### config.mk
export PLATFORM = sky130hd
export DESIGN_NAME = seg_scan_driver
export DESIGN_NICKNAME = d
export VERILOG_FILES = /design/src/rtl/seg_scan_driver.sv
export SDC_FILE = /design/constraint.sdc
export NUM_CORES = 1
export LEC_CHECK = 0
export CORE_ASPECT_RATIO = 0.6
export CORE_UTILIZATION = 35
export DETAILED_ROUTE_END_ITERATION = 6
export GPL_TIMING_DRIVEN = 0
export MAX_ROUTING_LAYER = met4
export PLACE_DENSITY = 0.62
export SETUP_SLACK_MARGIN = 0.02
export SLEW_MARGIN = 20
export SYNTH_ARGS = -nofsm -noshare
export SYNTH_HDL_FRONTEND = slang
export SYNTH_SLANG_ARGS = --single-unit
### constraint.sdc
create_clock -name clk_i -period 2.4 [get_ports clk_i]
set_input_delay 0.36 -clock clk_i [delete_from_list [all_inputs] [get_ports clk_i]]
set_output_delay 0.36 -clock clk_i [all_outputs]
set_load 0.02 [all_outputs]
### src/rtl/seg_scan_driver.sv
`default_nettype none
// ============================================================================
// seg_scan_driver : multiplexed 7-segment scanner, frame-synchronous data latch,
//                   per-digit dp / blink / leading-zero blanking, 16-level PWM.
// Revision 1.0
// ============================================================================
module seg_scan_driver #(
   parameter int DIGITS         = 8,
   parameter int SCAN_DIV       = 5000,
   parameter int BLINK_DIV      = 5000000,
   parameter int COM_ACTIVE_LOW = 1,
   parameter int SEG_ACTIVE_LOW = 1
) (
   input  logic                  clk_i,
   input  logic                  rst_ni,
   input  logic [4*DIGITS-1:0]   load_i,
   input  logic [DIGITS-1:0]     dp_i,
   input  logic                  load_valid_i,
   input  logic [DIGITS-1:0]     blink_mask_i,
   input  logic                  blank_lz_i,
   input  logic [3:0]            brightness_i,
   output logic [6:0]            seg_o,
   output logic                  dp_o,
   output logic [DIGITS-1:0]     segcom_o,
   output logic                  frame_done_o
);

   localparam int TW = $clog2(SCAN_DIV);
   localparam int IW = (DIGITS > 1) ? $clog2(DIGITS) : 1;
   localparam int BW = (BLINK_DIV > 1) ? $clog2(BLINK_DIV) : 1;
   localparam int PW = TW + 5;

   localparam logic [6:0]        SEG_INV = (SEG_ACTIVE_LOW != 0) ? 7'h00 : 7'h7f;
   localparam logic [6:0]        SEG_OFF = 7'h7f ^ SEG_INV;
   localparam logic [DIGITS-1:0] COM_OFF = (COM_ACTIVE_LOW != 0) ? {DIGITS{1'b1}} : {DIGITS{1'b0}};

   logic [TW-1:0]       tick_q, tick_d;
   logic [IW-1:0]       idx_q, idx_d;
   logic [BW-1:0]       blink_cnt_q, blink_cnt_d;
   logic                blink_ph_q, blink_ph_d;
   logic [4*DIGITS-1:0] pend_data_q, pend_data_d, shadow_data_q, shadow_data_d;
   logic [DIGITS-1:0]   pend_dp_q, pend_dp_d, shadow_dp_q, shadow_dp_d;
   logic                pend_flag_q, pend_flag_d;
   logic                wrap_q;
   logic [6:0]          seg_q, seg_d;
   logic                dp_q, dp_d;
   logic [DIGITS-1:0]   segcom_q, segcom_d;
   logic                frame_done_q;

   logic                tick_end, wrap, blink_end;
   logic [PW-1:0]       on_len;
   logic [DIGITS-1:0]   upper_zero;
   logic [3:0]          cur_nib;
   logic                cur_dp, cur_blink, cur_lz, blank;
   logic [6:0]          pat_al;
   logic [DIGITS-1:0]   com_ah;

   always_comb begin
      tick_end    = (tick_q == TW'(SCAN_DIV - 1));
      wrap        = tick_end && (idx_q == IW'(DIGITS - 1));
      tick_d      = tick_end ? '0 : tick_q + TW'(1);
      idx_d       = idx_q;
      if (tick_end) idx_d = wrap ? '0 : idx_q + IW'(1);
      blink_end   = (blink_cnt_q == BW'(BLINK_DIV - 1));
      blink_cnt_d = blink_end ? '0 : blink_cnt_q + BW'(1);
      blink_ph_d  = blink_ph_q ^ blink_end;
   end

   // A load on the wrap cycle itself bypasses pending so it is not delayed a whole frame.
   always_comb begin
      pend_data_d   = pend_data_q;
      pend_dp_d     = pend_dp_q;
      pend_flag_d   = pend_flag_q | load_valid_i;
      shadow_data_d = shadow_data_q;
      shadow_dp_d   = shadow_dp_q;
      if (load_valid_i) begin
         pend_data_d = load_i;
         pend_dp_d   = dp_i;
      end
      if (wrap) begin
         pend_flag_d = 1'b0;
         if (load_valid_i) begin
            shadow_data_d = load_i;
            shadow_dp_d   = dp_i;
         end else if (pend_flag_q) begin
            shadow_data_d = pend_data_q;
            shadow_dp_d   = pend_dp_q;
         end
      end
   end

   generate
      for (genvar gi = 0; gi < DIGITS; gi++) begin : g_lz
         if (gi == DIGITS - 1) begin : g_top
            assign upper_zero[gi] = (shadow_data_q[4*gi +: 4] == 4'h0);
         end else begin : g_chain
            assign upper_zero[gi] = upper_zero[gi+1] && (shadow_data_q[4*gi +: 4] == 4'h0);
         end
      end
   endgenerate

   always_comb begin
      cur_nib   = 4'h0;
      cur_dp    = 1'b0;
      cur_blink = 1'b0;
      cur_lz    = 1'b0;
      for (int i = 0; i < DIGITS; i++) begin
         if (idx_q == IW'(i)) begin
            cur_nib   = shadow_data_q[4*i +: 4];
            cur_dp    = shadow_dp_q[i];
            cur_blink = blink_mask_i[i];
            cur_lz    = (i > 0) && upper_zero[i];
         end
      end
      blank = (cur_blink && blink_ph_q) || (blank_lz_i && cur_lz);
   end

   always_comb begin
      case (cur_nib)
         4'h0: pat_al = 7'b1000000;
         4'h1: pat_al = 7'b1111001;
         4'h2: pat_al = 7'b0100100;
         4'h3: pat_al = 7'b0110000;
         4'h4: pat_al = 7'b0011001;
         4'h5: pat_al = 7'b0010010;
         4'h6: pat_al = 7'b0000010;
         4'h7: pat_al = 7'b1111000;
         4'h8: pat_al = 7'b0000000;
         4'h9: pat_al = 7'b0010000;
         4'hA: pat_al = 7'b0001000;
         4'hB: pat_al = 7'b0000011;
         4'hC: pat_al = 7'b1000110;
         4'hD: pat_al = 7'b0100001;
         4'hE: pat_al = 7'b0000110;
         default: pat_al = 7'b0001110;
      endcase
   end

   always_comb begin
      on_len   = ((PW'(brightness_i) + PW'(1)) * PW'(SCAN_DIV)) >> 4;
      com_ah   = '0;
      if ({{(PW-TW){1'b0}}, tick_q} < on_len) com_ah = DIGITS'(1) << idx_q;
      segcom_d = (COM_ACTIVE_LOW != 0) ? ~com_ah : com_ah;
      seg_d    = blank ? SEG_OFF : (pat_al ^ SEG_INV);
      dp_d     = ((blank || !cur_dp) ? 1'b1 : 1'b0) ^ SEG_INV[0];
   end

   always_ff @(posedge clk_i or negedge rst_ni) begin
      if (!rst_ni) begin
         tick_q        <= '0;
         idx_q         <= '0;
         blink_cnt_q   <= '0;
         blink_ph_q    <= 1'b0;
         pend_data_q   <= '0;
         pend_dp_q     <= '0;
         pend_flag_q   <= 1'b0;
         shadow_data_q <= '0;
         shadow_dp_q   <= '0;
         wrap_q        <= 1'b0;
         frame_done_q  <= 1'b0;
         seg_q         <= SEG_OFF;
         dp_q          <= SEG_OFF[0];
         segcom_q      <= COM_OFF;
      end else begin
         tick_q        <= tick_d;
         idx_q         <= idx_d;
         blink_cnt_q   <= blink_cnt_d;
         blink_ph_q    <= blink_ph_d;
         pend_data_q   <= pend_data_d;
         pend_dp_q     <= pend_dp_d;
         pend_flag_q   <= pend_flag_d;
         shadow_data_q <= shadow_data_d;
         shadow_dp_q   <= shadow_dp_d;
         wrap_q        <= wrap;
         frame_done_q  <= wrap_q;
         seg_q         <= seg_d;
         dp_q          <= dp_d;
         segcom_q      <= segcom_d;
      end
   end

   assign seg_o        = seg_q;
   assign dp_o         = dp_q;
   assign segcom_o     = segcom_q;
   assign frame_done_o = frame_done_q;

endmodule
`default_nettype wire

**After elaboration in Yosys (flattened, before gate mapping)**

Memory sizes are Yosys's and may differ from the RTL's.
Index checks and enable logic that the tools add are counted.

- Register bits: 139
- Memory bits (read-only): 112
- Input bits: 56
- Logic and storage cells: 98
- Memories: 1

- Add/sub/neg operators: 4
- $mul: 1
- $lt $le $gt $ge: 1
- Eq/ne operators: 9
- Shift operators: 1
- Muxes and demuxes: 42
- Bitwise gates (word level): 3
- Reductions and logical operators: 22

Memories:

| memory | words | width | rd ports | clocked after Yosys merged registers in | write ports | line | RTL |
|---|---|---|---|---|---|---|---|
| (no name shown) | 16 | 7 | 1 | 0 | 0 | 119 | `case (cur_nib)` |

Operator list:

| operator | count |
|---|---|
| $mux W32 | 2 |
| $mux W4 | 8 |
| $logic_not A4 Y1 | 7 |
| $mux W1 | 25 |
| $mux W8 | 3 |
| $add A23 B1 Y23 const B | 1 |
| $eq A23 B23 Y1 const B | 1 |
| $mux W23 | 1 |
| $mul A5 B10 Y15 const B | 1 |
| $lt A13 B14 Y1 | 1 |
| $add A13 B1 Y13 const B | 1 |
| $eq A13 B13 Y1 const B | 1 |
| $mux W13 | 1 |
| $eq A3 B3 Y1 const B | 4 |
| $logic_and A1 B1 Y1 | 9 |
| $not A8 Y8 | 1 |
| $shl A1 B3 Y8 const A | 1 |
| $mux W7 | 1 |
| $eq A3 B2 Y1 const B | 2 |
| $add A4 B1 Y5 const B | 1 |
| $add A3 B1 Y3 const B | 1 |
| $eq A3 B1 Y1 const B | 1 |
| $logic_not A3 Y1 | 1 |
| $mux W3 | 1 |
| other kinds (6) | 7 |

**Longest topological paths before layout**

Gate-level depths: netlist (run 1).

- Word-level depth: 18
- Mapped depth: 22
- Depth with buffers taken out: 21

**Worst setup path before layout (run 1)**

Ideal clock, no wire load.

- Path kind: input -> register
- Start point: in brightness_i[0]
- End point: reg segcom_q[0], in the netlist segcom_o[0]
- Setup time: 0.086 ns
- Arrival: 4.099 ns
- Setup slack: -1.785 ns
- Stages: 22
- Cells stage by stage: ha_1 and3_1 clkbuf_1 ha_1 inv_1 ha_1 nand2b_1 ha_1 inv_1 fa_1 inv_1 ha_1 o21a_1 o211ai_1 a2bb2oi_1 xnor2_1 ha_1 nor4_1 o21ai_0 a211oi_1 a211o_1 nand3_1

- Cells in the longest elaborated chain, start to end: 5

RTL lines:

| element | line | RTL |
|---|---|---|
| start, declared | 21 | `input logic [3:0] brightness_i,` |
| $add A4 B1 Y5 | 140 | `on_len = ((PW'(brightness_i) + PW'(1)) * PW'(SCAN_DIV)) >> 4;` |
| $mul A5 B10 Y15 | 140 |  |
| $lt A13 B14 Y1 | 142 | `if ({{(PW-TW){1'b0}}, tick_q} < on_len) com_ah = DIGITS'(1) << idx_q;` |
| $mux W8 | 142 |  |
| $not A8 Y8 | 143 | `segcom_d = (COM_ACTIVE_LOW != 0) ? ~com_ah : com_ah;` |
| net segcom_d[0] | 47 | `logic [DIGITS-1:0] segcom_q, segcom_d;` |
| end signal, assigned | 178 | `segcom_q <= segcom_d;` |
| end, declared | 47 |  |

The timed path passes the listed nets, and every way through them passes these cells.
A chain may end at the register's enable or synchronous reset.

**Worst setup path in the final report (run 1)**

- Start point: in brightness_i[1]
- End point: reg segcom_q[0], in the netlist segcom_o[0]

The elaborated chain is that of the path after synthesis.

==> out/results.ini, run 1 <==
[synthesis]
synthesis.nets=745
yosysWarningCount=0
synth_top_family_by_area=multiplexers
synthesis.instances=638
synth_simple_gate_area_share_pct=11.82
synth_mux_area_share_pct=13.35
syn_avg_cell_area_sq_um=11.56
synth_adder_area_share_pct=8.753
postSynthRegisterBits=139
post_synth_xor_xnor_area_pct=4.631
synth_cell_type_count=72
ys_async_rst_share_pct=100.0
ys.flop_type=sky130_fd_sc_hd__dfrtp_1
mappedNetlistArea_sq_um=7376
synth_edf_count=0
synth_sequential_area_ratio_pct=47.43
post_synthesis_compound_gate_area_fraction_pct=8.957

[grt]
grt_max_degree=83
antenna_violations_before_repair=0
grt_first_pass_wirelength_mm=27.77
first_global_vias=5089
grt.overflow.total=0
grt_resource_usage_total_pct=17.12

[clocking]
clock-sinks=139
cts_buffer_depth=2
clock_latency_ns=0.42
clk_slew_on_worst_s_h_paths_ns=0.06
clk_root_buffer_cell=sky130_fd_sc_hd__clkbuf_16
tritoncts.num_buffers=17
tritoncts_clock_tree=yes
h-tree-depth=4

[die]
design.portCount=73
dieWidth_microns=189.4
core_region_area_sq_um=20320
fp.dieH_microns=114.4
die_footprint_sq_um=21680
initial_standard_cell_utilization_of_the_core_pct=36.30
num_rows=40

[final_layout]
layout.area.seq_sq_um=3500
most_frequent_cells_in_the_layout=sky130_fd_sc_hd__dfrtp_1 (122), sky130_fd_sc_hd__mux2_2 (67), sky130_fd_sc_hd__clkdlybuf4s50_1 (66), sky130_fd_sc_hd__nor2_1 (39), sky130_fd_sc_hd__buf_4 (36)
final_nets=872
drive_gt1_share_pct=34.70
n_antenna_cell=0
multi_input_area_sq_um=3963
syn_to_final_growth_pct=34.03
final_common_cell=sky130_fd_sc_hd__dfrtp_1
finish.utilization_pct=48.65
layout.filler_cells=1793

[status]
run_status=finished with violations
violations=negative setup slack

[detailed_routing]
detailed_route_wire_length_mm=16.99
detail_route.first_pass.iterations=5
drt_drc_violations_left=0
per_cell_via_count_in_the_routed_design=4.942
first_iter_violations=318
vias=5194
post_drt_wl_per_cell_microns=16.17
antenna_violating_nets_post_route=0

[setup_path]
crit_path_max_fanout=8
timing.critical_path.to_type=flip-flop
critPathArrivalTime_ns=4.23
worstSetupStartpointType=primary input
crit_path_top_delay_cell=sky130_fd_sc_hd__fa_1
delay_of_the_slowest_cell_on_the_worst_path_ns=0.49
timing.reg2reg.setup_slack_ns=-0.09
r2r_end=seg_o[3]$_DFF_PN1_
timing.setup.critical_path_class=in -> reg
crit_path_cell_trace=buf_8, ha_4, and3_4, ha_4, inv_4, ha_4, nand2b_4, ha_4, inv_2, fa_1, inv_2, ha_4, o21a_1, o211ai_1, a2bb2oi_2, xnor2_1, ha_2, nor4_4, o21ai_1, a211oi_2, a211o_4, nand3_2
worstReg2RegStart=idx_q[2]$_DFFE_PN0P_
critical_path_required_ns=2.74
r2r.worst_path.cells=13
worst_path_most_repeated_cell=sky130_fd_sc_hd__ha_4

[run]
cap_viol_max_count=0

[pwr]
power_leakage_nw=4.314
vdd_drop_max_uv=464.3
power-per-cell-area_nw_per_um2=600.1

[timing]
fin_crit_sh_pct=162.1
rsz0062_at_grt=yes
final_setup_slack_of_the_worst_path_ns=-1.489
setup_viol=12
worst_hold_slack_ns=0.3559
slew-limit-headroom_pct=57.47
tightest_slew_ns=0.6380
max_freq_mhz=257.1
post-route-min-period_ns=3.889
final_max_slew_viol_count=0
final_hold_fails=0
final.setup_skew_ns=0.008077

[placed_design]
post-dp-hpwl_mm=11.74
finalWeightedCongestion=0.8623
port-buffer-count=71

[hold_path]
hold_path_depth=0
min_delay_worst_endpoint=frame_done_o$_DFF_PN0_
hold_class=reg -> reg
hold_start=wrap_q$_DFF_PN0_

worst max-delay path, delay by kind of cell:
family	cells	cell delay, ns
AO/OA/AOI/OAI	6	1.17
AND/OR/NAND/NOR	4	0.59
XOR/XNOR	1	0.14
buffers and inverters	4	0.22
adder cells (fa/ha/maj)	7	1.72
layout make-up:
class                      count  area share, %
multi-input combinational    433          40.08
sequential                   139          35.40
timing repair buffer         109          10.67
clock buffer                  21          4.658
tap                          273          3.455
buffer                        30          2.873
clock inverter                11          1.456
inverter                      35          1.405
report_power, final:
part | total [mW] | internal (mW) | leakage [nW] | switching (mW)
Sequential | 2.43 | 2.41 | 1.76 | 0.0147
Clock | 2.69 | 1.68 | 0.285 | 1.01
Combinational | 0.814 | 0.433 | 2.27 | 0.381
per-stage QoR:
stage / cell area (sq um) / power [mW] / setup TNS, ns / setup slack [ns] / cells
final: 9886 / 5.932 / -12.02 / -1.489 / 1051
after global routing: 9886 / 6.179 / -13.48 / -1.591 / 1051
after CTS: 9719 / 5.926 / -11.69 / -1.468 / 1044
after detailed placement: 8574 / 3.174 / -28.14 / -3.255 / 983
after global placement: 8542 / 3.159 / -631.64 / -4.558 / 982
after floorplan: 7490 / 2.919 / -12.74 / -1.605 / 638
flip-flops by register name (all words and copies together) (netlist names):
signal         flops
blink_cnt_q       23
blink_ph_q         1
dp_o               1
frame_done_o       1
idx_q              3
pend_data_q       32
pend_dp_q          8
pend_flag_q        1
seg_o              7
segcom_o           8
shadow_data_q     32
shadow_dp_q        8
tick_q            13
wrap_q             1
timing repair:
action,CTS,global route
endpoints found under the setup margin,16,29
resized for setup,87,29
hold buffers,1,0
endpoints found under the hold margin,46,0
buffers inserted,30,8
pin swaps,28,24
routing by layer:
metal / track usage (%) / vias to the layer above / routed length, microns
met3: 3.555 / 15 / 803
met5: - / - / 0
met4: 4.355 / 0 / 155
li1: - / 2508 / -
met2: 21.95 / 122 / 6792
met1: 26.57 / 2549 / 9243
cell families after synthesis:
| group | after synthesis |
|---|---|
| flops | 139 |
| buf+inv | 66 |
| mux | 85 |
| simple gates | 168 |
| xor+xnor | 39 |
| fa+ha+maj | 51 |
| compound gates | 90 |
worst max-delay path by stage:
stage,cells past startpoint,start,endpoint
after floorplan,22,brightness_i[0],segcom_o[0]$_DFF_PN1_
after global placement,1,rst_ni,blink_cnt_q[18]$_DFF_PN0_
after detailed placement,19,brightness_i[0],segcom_o[0]$_DFF_PN1_
after CTS,22,brightness_i[1],segcom_o[0]$_DFF_PN1_
after global routing,22,brightness_i[1],segcom_o[4]$_DFF_PN1_
final,22,brightness_i[1],segcom_o[0]$_DFF_PN1_
cells in the mapped netlist, types with 8 or more instances:
library cell / number / area share [%]
sky130_fd_sc_hd__a21oi_1: 28 / 1.9
sky130_fd_sc_hd__buf_6: 11 / 1.7
sky130_fd_sc_hd__dfrtp_1: 123 / 42
sky130_fd_sc_hd__dfstp_2: 16 / 5.7
sky130_fd_sc_hd__ha_1: 50 / 8.5
sky130_fd_sc_hd__inv_1: 35 / 1.8
sky130_fd_sc_hd__mux2_2: 67 / 10
sky130_fd_sc_hd__mux2_4: 9 / 1.8
sky130_fd_sc_hd__nand2_1: 34 / 1.7
sky130_fd_sc_hd__nand3_1: 24 / 1.6
sky130_fd_sc_hd__nand3b_1: 8 / 0.81
sky130_fd_sc_hd__nand4_1: 8 / 0.68
sky130_fd_sc_hd__nor2_1: 39 / 2.0
sky130_fd_sc_hd__nor4_1: 10 / 0.85
sky130_fd_sc_hd__o21ai_0: 16 / 1.1
sky130_fd_sc_hd__xnor2_1: 22 / 2.6
sky130_fd_sc_hd__xor2_1: 17 / 2.0
Power figures use the tool's default switching activity.
==> run 2, diff against run 1 <==
--- a/config.mk
+++ b/config.mk
@@ -7,6 +7,7 @@
 export LEC_CHECK = 0
 export CORE_ASPECT_RATIO = 0.6
 export CORE_UTILIZATION = 35
+export CTS_CLUSTER_DIAMETER = 80
 export DETAILED_ROUTE_END_ITERATION = 6
 export GPL_TIMING_DRIVEN = 0
 export MAX_ROUTING_LAYER = met4
==> results of run 2 <==
Same layout as run 1: the final DEF is identical, and so are final timing and power.
==> run 3, diff against run 2 <==
--- a/config.mk
+++ b/config.mk
@@ -7,7 +7,7 @@
 export LEC_CHECK = 0
 export CORE_ASPECT_RATIO = 0.6
 export CORE_UTILIZATION = 35
-export CTS_CLUSTER_DIAMETER = 80
+export CTS_CLUSTER_SIZE = 25
 export DETAILED_ROUTE_END_ITERATION = 6
 export GPL_TIMING_DRIVEN = 0
 export MAX_ROUTING_LAYER = met4
==> results of run 3 <==
Same layout as run 1: the final DEF is identical, and so are final timing and power.
